$ cat src/rtl/proc_pkg.sv
// Shared processor definitions: opcodes, condition codes,
// instruction field positions and fetch FSM state type.
package proc_pkg;

  localparam int ADDR_W = 12;
  localparam int DATA_W = 32;
  localparam int FLD_W  = 12;

  localparam logic [ADDR_W-1:0] RESET_PC = 12'h100;

  localparam logic [3:0] OP_NOP = 4'h0;
  localparam logic [3:0] OP_LD  = 4'h1;
  localparam logic [3:0] OP_STR = 4'h2;
  localparam logic [3:0] OP_BRA = 4'h3;
  localparam logic [3:0] OP_XOR = 4'h4;
  localparam logic [3:0] OP_ADD = 4'h5;
  localparam logic [3:0] OP_ROT = 4'h6;
  localparam logic [3:0] OP_SHF = 4'h7;
  localparam logic [3:0] OP_HLT = 4'h8;
  localparam logic [3:0] OP_CMP = 4'h9;

  localparam logic [3:0] CC_A  = 4'h0;
  localparam logic [3:0] CC_P  = 4'h1;
  localparam logic [3:0] CC_E  = 4'h2;
  localparam logic [3:0] CC_C  = 4'h3;
  localparam logic [3:0] CC_N  = 4'h4;
  localparam logic [3:0] CC_Z  = 4'h5;
  localparam logic [3:0] CC_NC = 4'h6;
  localparam logic [3:0] CC_PO = 4'h7;

  localparam int OPC_LSB  = 28;
  localparam int CC_LSB   = 24;
  localparam int SIMM_BIT = 27;
  localparam int DIMM_BIT = 26;
  localparam int SRC_LSB  = 12;
  localparam int DST_LSB  = 0;

  typedef enum logic [1:0] {
    S_IDLE,
    S_FETCH,
    S_HOLD,
    S_HALT
  } fetch_state_e;

  typedef struct packed {
    logic [3:0]       opcode;
    logic [3:0]       cond;
    logic             src_imm;
    logic             dst_imm;
    logic [FLD_W-1:0] src_field;
    logic [FLD_W-1:0] dst_field;
  } instr_fields_t;

endpackage

$ cat src/rtl/fetch_unit_if.sv
// Fetch stage bundle: memory read port, instruction
// handoff to execute, and branch redirect.
interface fetch_unit_if #(
  parameter int ADDR_W = 12,
  parameter int DATA_W = 32
);

  logic              mem_req;
  logic [ADDR_W-1:0] mem_addr;
  logic              mem_ack;
  logic [DATA_W-1:0] mem_rdata;

  logic              instr_valid;
  logic              instr_ready;
  logic [DATA_W-1:0] instr;
  logic [ADDR_W-1:0] instr_pc;
  logic [3:0]        opcode;
  logic [3:0]        cond;
  logic              src_imm;
  logic              dst_imm;
  logic [11:0]       src_field;
  logic [11:0]       dst_field;

  logic              redirect_valid;
  logic [ADDR_W-1:0] redirect_pc;
  logic              halted;

  modport master (
    output mem_req, mem_addr,
    input  mem_ack, mem_rdata,
    output instr_valid, instr, instr_pc,
    output opcode, cond, src_imm, dst_imm,
    output src_field, dst_field,
    input  instr_ready,
    input  redirect_valid, redirect_pc,
    output halted
  );

  modport slave (
    input  mem_req, mem_addr,
    output mem_ack, mem_rdata,
    input  instr_valid, instr, instr_pc,
    input  opcode, cond, src_imm, dst_imm,
    input  src_field, dst_field,
    output instr_ready,
    output redirect_valid, redirect_pc,
    input  halted
  );

endinterface

$ cat src/rtl/fetch_unit_decode.sv
// Combinational instruction field splitter,
// shared by the fetch and execute stages.
module instr_field_decode
  import proc_pkg::*;
(
  input  logic [DATA_W-1:0] i_instr,
  output instr_fields_t     o_fields
);

  assign o_fields.opcode    = i_instr[OPC_LSB +: 4];
  assign o_fields.cond      = i_instr[CC_LSB +: 4];
  assign o_fields.src_imm   = i_instr[SIMM_BIT];
  assign o_fields.dst_imm   = i_instr[DIMM_BIT];
  assign o_fields.src_field = i_instr[SRC_LSB +: FLD_W];
  assign o_fields.dst_field = i_instr[DST_LSB +: FLD_W];

endmodule

$ cat src/rtl/fetch_unit.sv
// Instruction fetch stage: PC, memory read, instruction
// register and valid/ready handoff to execute.
module fetch_unit #(
  parameter int                ADDR_W   = proc_pkg::ADDR_W,
  parameter int                DATA_W   = proc_pkg::DATA_W,
  parameter logic [ADDR_W-1:0] RESET_PC = proc_pkg::RESET_PC
) (
  input logic          clk,
  input logic          rst_n,
  fetch_unit_if.master bus
);

  import proc_pkg::*;

  fetch_state_e      r_state;
  fetch_state_e      w_state_nxt;

  logic [ADDR_W-1:0] r_pc;
  logic [ADDR_W-1:0] w_pc_d;
  logic              r_mem_req;
  logic              w_mem_req_d;
  logic [ADDR_W-1:0] r_mem_addr;
  logic [ADDR_W-1:0] w_mem_addr_d;
  logic              r_instr_valid;
  logic              w_instr_valid_d;
  logic [DATA_W-1:0] r_instr;
  logic [DATA_W-1:0] w_instr_d;
  logic [ADDR_W-1:0] r_instr_pc;
  logic [ADDR_W-1:0] w_instr_pc_d;
  logic              r_halted;
  logic              w_halted_d;
  logic              r_squash;
  logic              w_squash_d;

  instr_fields_t     w_fields;
  logic              w_hs;
  logic              w_hlt;
  logic              w_redir;
  logic              w_ack;
  logic [ADDR_W-1:0] w_target;

  instr_field_decode u_dec (
    .i_instr  (r_instr),
    .o_fields (w_fields)
  );

  assign w_hs     = r_instr_valid & bus.instr_ready;
  assign w_hlt    = (w_fields.opcode == OP_HLT);
  assign w_redir  = bus.redirect_valid;
  assign w_ack    = bus.mem_ack;
  assign w_target = w_redir ? bus.redirect_pc : r_pc;

  always_ff @(posedge clk or negedge rst_n) begin
    if (!rst_n) r_state <= S_IDLE;
    else        r_state <= w_state_nxt;
  end

  always_comb begin
    w_state_nxt = r_state;
    unique case (r_state)
      S_IDLE:  w_state_nxt = S_FETCH;
      S_FETCH: begin
        if (w_ack && !r_squash && !w_redir)
          w_state_nxt = S_HOLD;
      end
      S_HOLD: begin
        if (w_hs && w_hlt)
          w_state_nxt = S_HALT;
        else if (w_hs || w_redir)
          w_state_nxt = S_FETCH;
      end
      S_HALT:  w_state_nxt = S_HALT;
      default: w_state_nxt = S_IDLE;
    endcase
  end

  always_comb begin
    w_pc_d          = r_pc;
    w_mem_req_d     = r_mem_req;
    w_mem_addr_d    = r_mem_addr;
    w_instr_valid_d = r_instr_valid;
    w_instr_d       = r_instr;
    w_instr_pc_d    = r_instr_pc;
    w_halted_d      = r_halted;
    w_squash_d      = r_squash;
    unique case (r_state)
      S_IDLE: begin
        w_mem_req_d  = 1'b1;
        w_mem_addr_d = r_pc;
      end
      S_FETCH: begin
        // A request in flight is never withdrawn; stale data is dropped
        if (w_ack && (r_squash || w_redir)) begin
          w_pc_d       = w_target;
          w_mem_addr_d = w_target;
          w_squash_d   = 1'b0;
        end else if (w_ack) begin
          w_instr_d       = bus.mem_rdata;
          w_instr_pc_d    = r_mem_addr;
          w_pc_d          = r_mem_addr + 1'b1;
          w_mem_req_d     = 1'b0;
          w_instr_valid_d = 1'b1;
        end else if (w_redir) begin
          w_pc_d     = bus.redirect_pc;
          w_squash_d = 1'b1;
        end
      end
      S_HOLD: begin
        if (w_hs && w_hlt) begin
          w_instr_valid_d = 1'b0;
          w_halted_d      = 1'b1;
        end else if (w_hs || w_redir) begin
          w_instr_valid_d = 1'b0;
          w_pc_d          = w_target;
          w_mem_req_d     = 1'b1;
          w_mem_addr_d    = w_target;
        end
      end
      S_HALT: begin
        w_mem_req_d     = 1'b0;
        w_instr_valid_d = 1'b0;
      end
      default: ;
    endcase
  end

  always_ff @(posedge clk or negedge rst_n) begin
    if (!rst_n) begin
      r_pc          <= RESET_PC;
      r_mem_req     <= 1'b0;
      r_mem_addr    <= '0;
      r_instr_valid <= 1'b0;
      r_instr       <= '0;
      r_instr_pc    <= '0;
      r_halted      <= 1'b0;
      r_squash      <= 1'b0;
    end else begin
      r_pc          <= w_pc_d;
      r_mem_req     <= w_mem_req_d;
      r_mem_addr    <= w_mem_addr_d;
      r_instr_valid <= w_instr_valid_d;
      r_instr       <= w_instr_d;
      r_instr_pc    <= w_instr_pc_d;
      r_halted      <= w_halted_d;
      r_squash      <= w_squash_d;
    end
  end

  assign bus.mem_req     = r_mem_req;
  assign bus.mem_addr    = r_mem_addr;
  assign bus.instr_valid = r_instr_valid;
  assign bus.instr       = r_instr;
  assign bus.instr_pc    = r_instr_pc;
  assign bus.opcode      = w_fields.opcode;
  assign bus.cond        = w_fields.cond;
  assign bus.src_imm     = w_fields.src_imm;
  assign bus.dst_imm     = w_fields.dst_imm;
  assign bus.src_field   = w_fields.src_field;
  assign bus.dst_field   = w_fields.dst_field;
  assign bus.halted      = r_halted;

endmodule

$ cat src/flat_wrapper.sv
// flat-port wrapper written by rule: the top's interface ports become plain ports
module fetch_unit_flat import proc_pkg::*;
#(
  parameter int                ADDR_W   = proc_pkg::ADDR_W,
  parameter int                DATA_W   = proc_pkg::DATA_W,
  parameter logic [ADDR_W-1:0] RESET_PC = proc_pkg::RESET_PC
)
  (clk, rst_n, bus_mem_req, bus_mem_addr, bus_mem_ack, bus_mem_rdata, bus_instr_valid, bus_instr, bus_instr_pc, bus_opcode, bus_cond, bus_src_imm, bus_dst_imm, bus_src_field, bus_dst_field, bus_instr_ready, bus_redirect_valid, bus_redirect_pc, bus_halted);
  fetch_unit_if #(.ADDR_W(ADDR_W), .DATA_W(DATA_W)) bus_i ();
  input logic clk;
  input logic rst_n;
  output wire logic [$bits(bus_i.mem_req)-1:0] bus_mem_req;
  output wire logic [$bits(bus_i.mem_addr)-1:0] bus_mem_addr;
  input wire logic [$bits(bus_i.mem_ack)-1:0] bus_mem_ack;
  input wire logic [$bits(bus_i.mem_rdata)-1:0] bus_mem_rdata;
  output wire logic [$bits(bus_i.instr_valid)-1:0] bus_instr_valid;
  output wire logic [$bits(bus_i.instr)-1:0] bus_instr;
  output wire logic [$bits(bus_i.instr_pc)-1:0] bus_instr_pc;
  output wire logic [$bits(bus_i.opcode)-1:0] bus_opcode;
  output wire logic [$bits(bus_i.cond)-1:0] bus_cond;
  output wire logic [$bits(bus_i.src_imm)-1:0] bus_src_imm;
  output wire logic [$bits(bus_i.dst_imm)-1:0] bus_dst_imm;
  output wire logic [$bits(bus_i.src_field)-1:0] bus_src_field;
  output wire logic [$bits(bus_i.dst_field)-1:0] bus_dst_field;
  input wire logic [$bits(bus_i.instr_ready)-1:0] bus_instr_ready;
  input wire logic [$bits(bus_i.redirect_valid)-1:0] bus_redirect_valid;
  input wire logic [$bits(bus_i.redirect_pc)-1:0] bus_redirect_pc;
  output wire logic [$bits(bus_i.halted)-1:0] bus_halted;
  assign bus_mem_req = bus_i.mem_req;
  assign bus_mem_addr = bus_i.mem_addr;
  assign bus_i.mem_ack = bus_mem_ack;
  assign bus_i.mem_rdata = bus_mem_rdata;
  assign bus_instr_valid = bus_i.instr_valid;
  assign bus_instr = bus_i.instr;
  assign bus_instr_pc = bus_i.instr_pc;
  assign bus_opcode = bus_i.opcode;
  assign bus_cond = bus_i.cond;
  assign bus_src_imm = bus_i.src_imm;
  assign bus_dst_imm = bus_i.dst_imm;
  assign bus_src_field = bus_i.src_field;
  assign bus_dst_field = bus_i.dst_field;
  assign bus_i.instr_ready = bus_instr_ready;
  assign bus_i.redirect_valid = bus_redirect_valid;
  assign bus_i.redirect_pc = bus_redirect_pc;
  assign bus_halted = bus_i.halted;
  fetch_unit #(.ADDR_W(ADDR_W), .DATA_W(DATA_W), .RESET_PC(RESET_PC)) u_core (.clk(clk), .rst_n(rst_n), .bus(bus_i));
endmodule
$ cat config.mk
export PLATFORM = sky130hd
export DESIGN_NAME = fetch_unit_flat
export DESIGN_NICKNAME = d
export VERILOG_FILES = /design/src/rtl/proc_pkg.sv /design/src/rtl/fetch_unit_if.sv /design/src/rtl/fetch_unit_decode.sv /design/src/rtl/fetch_unit.sv /design/src/flat_wrapper.sv
export SDC_FILE = /design/constraint.sdc
export NUM_CORES = 1
export LEC_CHECK = 0
export CORE_UTILIZATION = 44
export CTS_CLUSTER_SIZE = 16
export DETAILED_ROUTE_END_ITERATION = 10
export PLACE_DENSITY = 0.81
export RECOVER_POWER = 50
export SLEW_MARGIN = 20
export SYNTH_ARGS = -nofsm -noshare
export SYNTH_HDL_FRONTEND = slang
export SYNTH_HIERARCHICAL = 1
export SYNTH_SLANG_ARGS = --single-unit
$ cat constraint.sdc
create_clock -name clk -period 2.5 [get_ports clk]
set_input_delay 0.5 -clock clk [delete_from_list [all_inputs] [get_ports clk]]
set_output_delay 0.5 -clock clk [all_outputs]
set_load 0.05 [all_outputs]
==> results of run 1 <==
-- worst max-delay path, cell delays in order --
cell and delay (ns):
dlygate4sd3_1 0.58, or3b_1 0.44, nor2_4 0.09, clkbuf_4 0.52
mux2_2 0.41
-- kinds of logic (layout without fill, tap and decap cells) --
| family | Yosys count | count (layout) | share of synthesized area, % |
|---|---|---|---|
| AO/OA/AOI/OAI | 35 | 35 | 7.49 |
| XOR/XNOR | 9 | 9 | 2.18 |
| adder cells (fa/ha/maj) | 6 | 6 | 2.07 |
| buffers and inverters | 60 | 186 | 10.5 |
| flip-flops | 74 | 74 | 51.1 |
| multiplexers | 63 | 63 | 19.6 |
| AND/OR/NAND/NOR | 47 | 47 | 7.08 |
-- layer usage --
| layer | vias up | track usage, % | wire (um) |
|---|---|---|---|
| li1 | 1255 | - | - |
| met1 | 1363 | 25.4 | 3280 |
| met2 | 108 | 36.0 | 4430 |
| met3 | 9 | 4.43 | 615 |
| met4 | 0 | 5.64 | 64 |
| met5 | - | 0 | 0 |
-- final timing paths --
check,startpoint,endpoint,slack (ns)
setup / recovery,bus_mem_ack,u_core/bus.instr[11],0.15
hold / removal,u_core/bus.halted,u_core/bus.halted,0.46
setup reg to reg,u_core/r_state[0],u_core/bus.mem_addr[10],0.23
hold reg to reg,u_core/bus.halted,u_core/bus.halted,0.46
max in group asynchronous,rst_n,u_core/bus.halted,0.78
min in group asynchronous,rst_n,u_core/bus.instr_pc[8],0.66
-- area by class of cell --
cell class / instances / area, um^2
flip-flops and latches: 74 / 1850
well taps: 102 / 128
inverters: 16 / 60.1
repair buffers: 155 / 1520
fillers: 621 / 2750
multi-input cells: 160 / 1390
clock buffers: 11 / 131
clock inverters: 4 / 20.0
-- per-stage QoR --
step / cell area (um^2) / hold WS [ns] / std cells / worst slack, ns
detailed placement: 4970 / 0.454 / 507 / 0.128
global placement: 4970 / 0.456 / 507 / 0.189
floorplan: 3620 / 0.204 / 294 / 0.192
finish: 5100 / 0.459 / 522 / 0.149
global route: 5100 / 0.492 / 522 / 0.0346
CTS: 5120 / 0.335 / 522 / 0.189
-- cell usage after synthesis, types with 2 or more instances --
library cell,number
a21oi_1,5
a222oi_1,5
a2bb2oi_1,4
buf_2,3
buf_4,40
dfrtp_1,73
ha_1,6
inv_1,16
mux2_1,11
mux2_2,52
nand2_1,14
nand2b_1,2
nand3_1,3
nand4_1,5
nor2_1,6
nor3_1,4
nor4_1,2
o21ai_0,7
o22a_1,5
xnor2_1,5
xor2_1,4
-- sequential cells by signal, summed over array words and instances (netlist names) --
name / cells
u_core/bus.halted: 1
u_core/r_pc: 12
u_core/bus.instr_pc: 12
u_core/bus.instr_valid: 1
u_core/bus.mem_req: 1
u_core/r_squash: 1
u_core/r_state: 2
u_core/bus.mem_addr: 12
u_core/bus.instr: 32
==> run metrics, run 1 <==
most common cell after layout, fill and taps aside clkdlybuf4s50_1; critical path class input pin to flop; Post-synth EDFFs 0; TritonCTS clock tree yes; R2R depth 7; commonest cells after routing, fill and taps aside clkdlybuf4s50_1 (101), dfrtp_1 (73), mux2_2 (52); failing checks capacitance limit, slew limit; crit end category flop; vias in the first global route ~2,800; clock latency at the later pin of the worst-skew pair 0.33 ns; initial antenna violation count 0; Layout area overhead 40.7%; Nets 471; Setup Viol. Count Final 0; RSZ-0062 raised after global routing false; mean number of vias per cell roughly 5.2; total track usage between 20% and 30%; CP Launch Type input pin; Clock transition at path regs roughly 0.070 ns; Synth cell types 43; Hold WC Path Type flop to flop; prevailing post-synth register cell dfrtp_1; DPL Wire Length slightly above 6000 um; DRT Pass-1 Iters 4; pin count of the biggest net entering global routing 75; first-pass GRT wire length 13,800 um; setup tns final 0 ns; result of the run complete, but fails checks; Period minus WS final around 2.4 ns; Syn Inst Count just under 300; Fin Clk Skew 0.00546 ns; Synth area leaders dfrtp_1 (50%), mux2_2 (16%), buf_4 (8.3%); Root Driver clkbuf_8; postcts setup bufs 0; fmax 425 MHz; CTS HTree Levels 3; Vias 2,735; die area 0.00860 mm^2; syn avg cell area 12.3 um^2; DR DRC count 0; async set-reset flop share out of synthesis 100%; Die W 92.7 um; CTS buffer count 9; Antenna diodes 0; Req. time, crit path 2.71 ns; initial core utilization 46.2%; Max-slew headroom -20.5%; Final ANT Viol Nets 0; CTS Sinks 74; Final Slew Violations 75; hold path cells 1; Initial DRC Count 95; share of layout cells above drive strength 1 19.8%; # IOs ~140; num rows 32; Routed Wire Length 8390 um; sequential fraction of the synthesis area 51.1%; overflow left after global routing 0; Final Wtd Congestion 0.838; synthesized net count 349; FF+latch count, synth 74; period utilization roughly 94%; CP max FO 44; YS warnings 6; Port Buf Inserts about 140; Hold Buf Count CTS 0; cts repair resizes 0; MaxCap Viol Count 1; Final Core Density 65.0%; post-synthesis cell area between 0.003 and 0.004 mm^2; CORE AREA 0.00785 mm^2; Critical Path AT 2.56 ns; area leader, netlist dfrtp_1; final hold vios 0; Slew @ Worst Pin 1.81 ns; height of the die between 90 and 100 um; wire per inst roughly 16 um; Max Buffers Root-to-Sink 2; top-area cell type share of the netlist area 50.4%
Power of run 1 is not shown: default switching activity piles up to over one toggle a cycle in this logic, so the estimate is an artifact.
==> inputs of run 2 (changes only) <==
--- a/config.mk
+++ b/config.mk
@@ -5,10 +5,11 @@
 export SDC_FILE = /design/constraint.sdc
 export NUM_CORES = 1
 export LEC_CHECK = 0
-export CORE_UTILIZATION = 44
+export CORE_UTILIZATION = 45
+export CTS_BUF_LIST = sky130_fd_sc_hd__clkbuf_2 sky130_fd_sc_hd__clkbuf_4 sky130_fd_sc_hd__clkbuf_8
 export CTS_CLUSTER_SIZE = 16
 export DETAILED_ROUTE_END_ITERATION = 10
-export PLACE_DENSITY = 0.81
+export PLACE_DENSITY = 0.82
 export RECOVER_POWER = 50
 export SLEW_MARGIN = 20
 export SYNTH_ARGS = -nofsm -noshare
==> run metrics, run 2 (synthesized netlist as in run 1, its figures left out) <==
result of the run complete, but fails checks; failing checks capacitance limit, slew limit; CTS HTree Levels 3; Hold WC Path Type flop to flop; setup tns final 0 ns; die area 0.00842 mm^2; Setup Viol. Count Final 0; postcts setup bufs 0; pin count of the biggest net entering global routing 75; Critical path buffers and inverters 2; worst slack, placed 0.135 ns; clock latency at the later pin of the worst-skew pair 0.34 ns; period utilization 94.8%; Largest delay share family, worst path buffers and inverters; critical path's slowest cell dlygate4sd3_1; Slew @ Worst Pin ~1.8 ns; wire per inst 15.7 um; initial antenna violation count 0; MaxCap Viol Count 1; CORE AREA 0.00777 mm^2; crit-path cells dlygate4sd3_1, or3b_1, nor2_4, clkbuf_4, mux2_2; most common cell after layout, fill and taps aside clkdlybuf4s50_1; vias in the first global route 2,699; max reg flops 32; final hold vios 0; share of layout cells above drive strength 1 around a fifth; Layout area overhead 41.8%; Clock transition at path regs 0.08 ns; Die W about 92 um; cts repair resizes 0; Req. time, crit path 2.71 ns; initial core utilization 46.6%; # IOs 142; Period minus WS final 2.37 ns; Hold Buf Count CTS 0; Layout fillers 610; CTS Sinks 74; final setup margin 0.130 ns; RSZ-0062 raised after global routing false; Final ANT Viol Nets 0; CP Launch Type input pin; total track usage 20.1%; Vias 2,738; CP peak stage delay 0.59 ns; Root Driver clkbuf_8; num rows 32; Critical Path AT 2.58 ns; DPL Wire Length 5850 um; Final Slew Violations between 70 and 80; DR DRC count 0; commonest cells after routing, fill and taps aside clkdlybuf4s50_1 (111), dfrtp_1 (73), mux2_2 (52); fmax between 400 and 500 MHz; mean number of vias per cell roughly 5.3; Routed Wire Length 8170 um; overflow left after global routing 0; height of the die 91.7 um; TritonCTS clock tree yes; crit end category flop; DRT Pass-1 Iters 4; Port Buf Inserts 141; Max Buffers Root-to-Sink 2; Fin Clk Skew 0.0123 ns; first-pass GRT wire length 13,400 um; Nets about 470; Final Core Density 66.1%; Max-slew headroom -19.6%; Final Wtd Congestion 0.864; critical path class input pin to flop; CP max FO 44; CTS buffer count 9; hold slack 0.484 ns; Initial DRC Count 124; Antenna diodes 0
-- run 2: cell count changes in the layout (fill, tap and decap cells not counted), sizes merged --
cell,delta
clkbuf,+1
bufinv,+1
clkinvlp,+1
clkinv,-1
dlygate4sd3,-10
clkdlybuf4s50,+10
buf,-3
-- run 2: final timing paths --
kind	start	to	slack, ns	cells after the start
setup reg to reg	u_core/r_state[0]	u_core/bus.mem_addr[5]	0.16	7
hold reg to reg	u_core/bus.halted	u_core/bus.halted	0.48	1
min in group asynchronous	rst_n	u_core/bus.mem_addr[8]	0.63	1
setup / recovery	bus_mem_ack	u_core/bus.instr[5]	0.13	5
hold / removal	u_core/bus.halted	u_core/bus.halted	0.48	1
max in group asynchronous	rst_n	u_core/bus.instr[5]	0.79	1
-- run 2: final cells by class --
| class | count | area (um^2) | share of cell area, % |
|---|---|---|---|
| timing repair buffer | 153 | 1500 | 29.2 |
| multi-input combinational | 160 | 1390 | 27.0 |
| clock inverter | 5 | 63.8 | 1.24 |
| tap | 102 | 128 | 2.48 |
| inverter | 16 | 60.1 | 1.17 |
| sequential | 74 | 1850 | 36.1 |
| clock buffer | 11 | 145 | 2.83 |
-- run 2: per-stage QoR --
step	cell area [um^2]	std cells
global route	5140	521
finish	5140	521
detailed placement	4960	505
floorplan	3620	294
global placement	4960	505
CTS	5160	521
-- run 2: per-layer routing --
layer | track usage, % | vias up | part of all wire (%)
met2 | 35.0 | 122 | 51
met5 | 0 | - | 0
met3 | 4.48 | 11 | 6.6
met4 | 5.34 | 0 | 1.3
li1 | - | 1261 | -
met1 | 25.2 | 1344 | 41
Power of run 2 is left out for the same reason.
==> inputs of run 3 (changes only) <==
--- a/config.mk
+++ b/config.mk
@@ -5,6 +5,7 @@
 export SDC_FILE = /design/constraint.sdc
 export NUM_CORES = 1
 export LEC_CHECK = 0
+export CAP_MARGIN = 20
 export CORE_UTILIZATION = 45
 export CTS_BUF_LIST = sky130_fd_sc_hd__clkbuf_2 sky130_fd_sc_hd__clkbuf_4 sky130_fd_sc_hd__clkbuf_8
 export CTS_CLUSTER_SIZE = 16
==> results of run 3 <==
Same layout as run 2: the final DEF is identical, and so are final timing and power.
Power of run 3 is left out for the same reason.
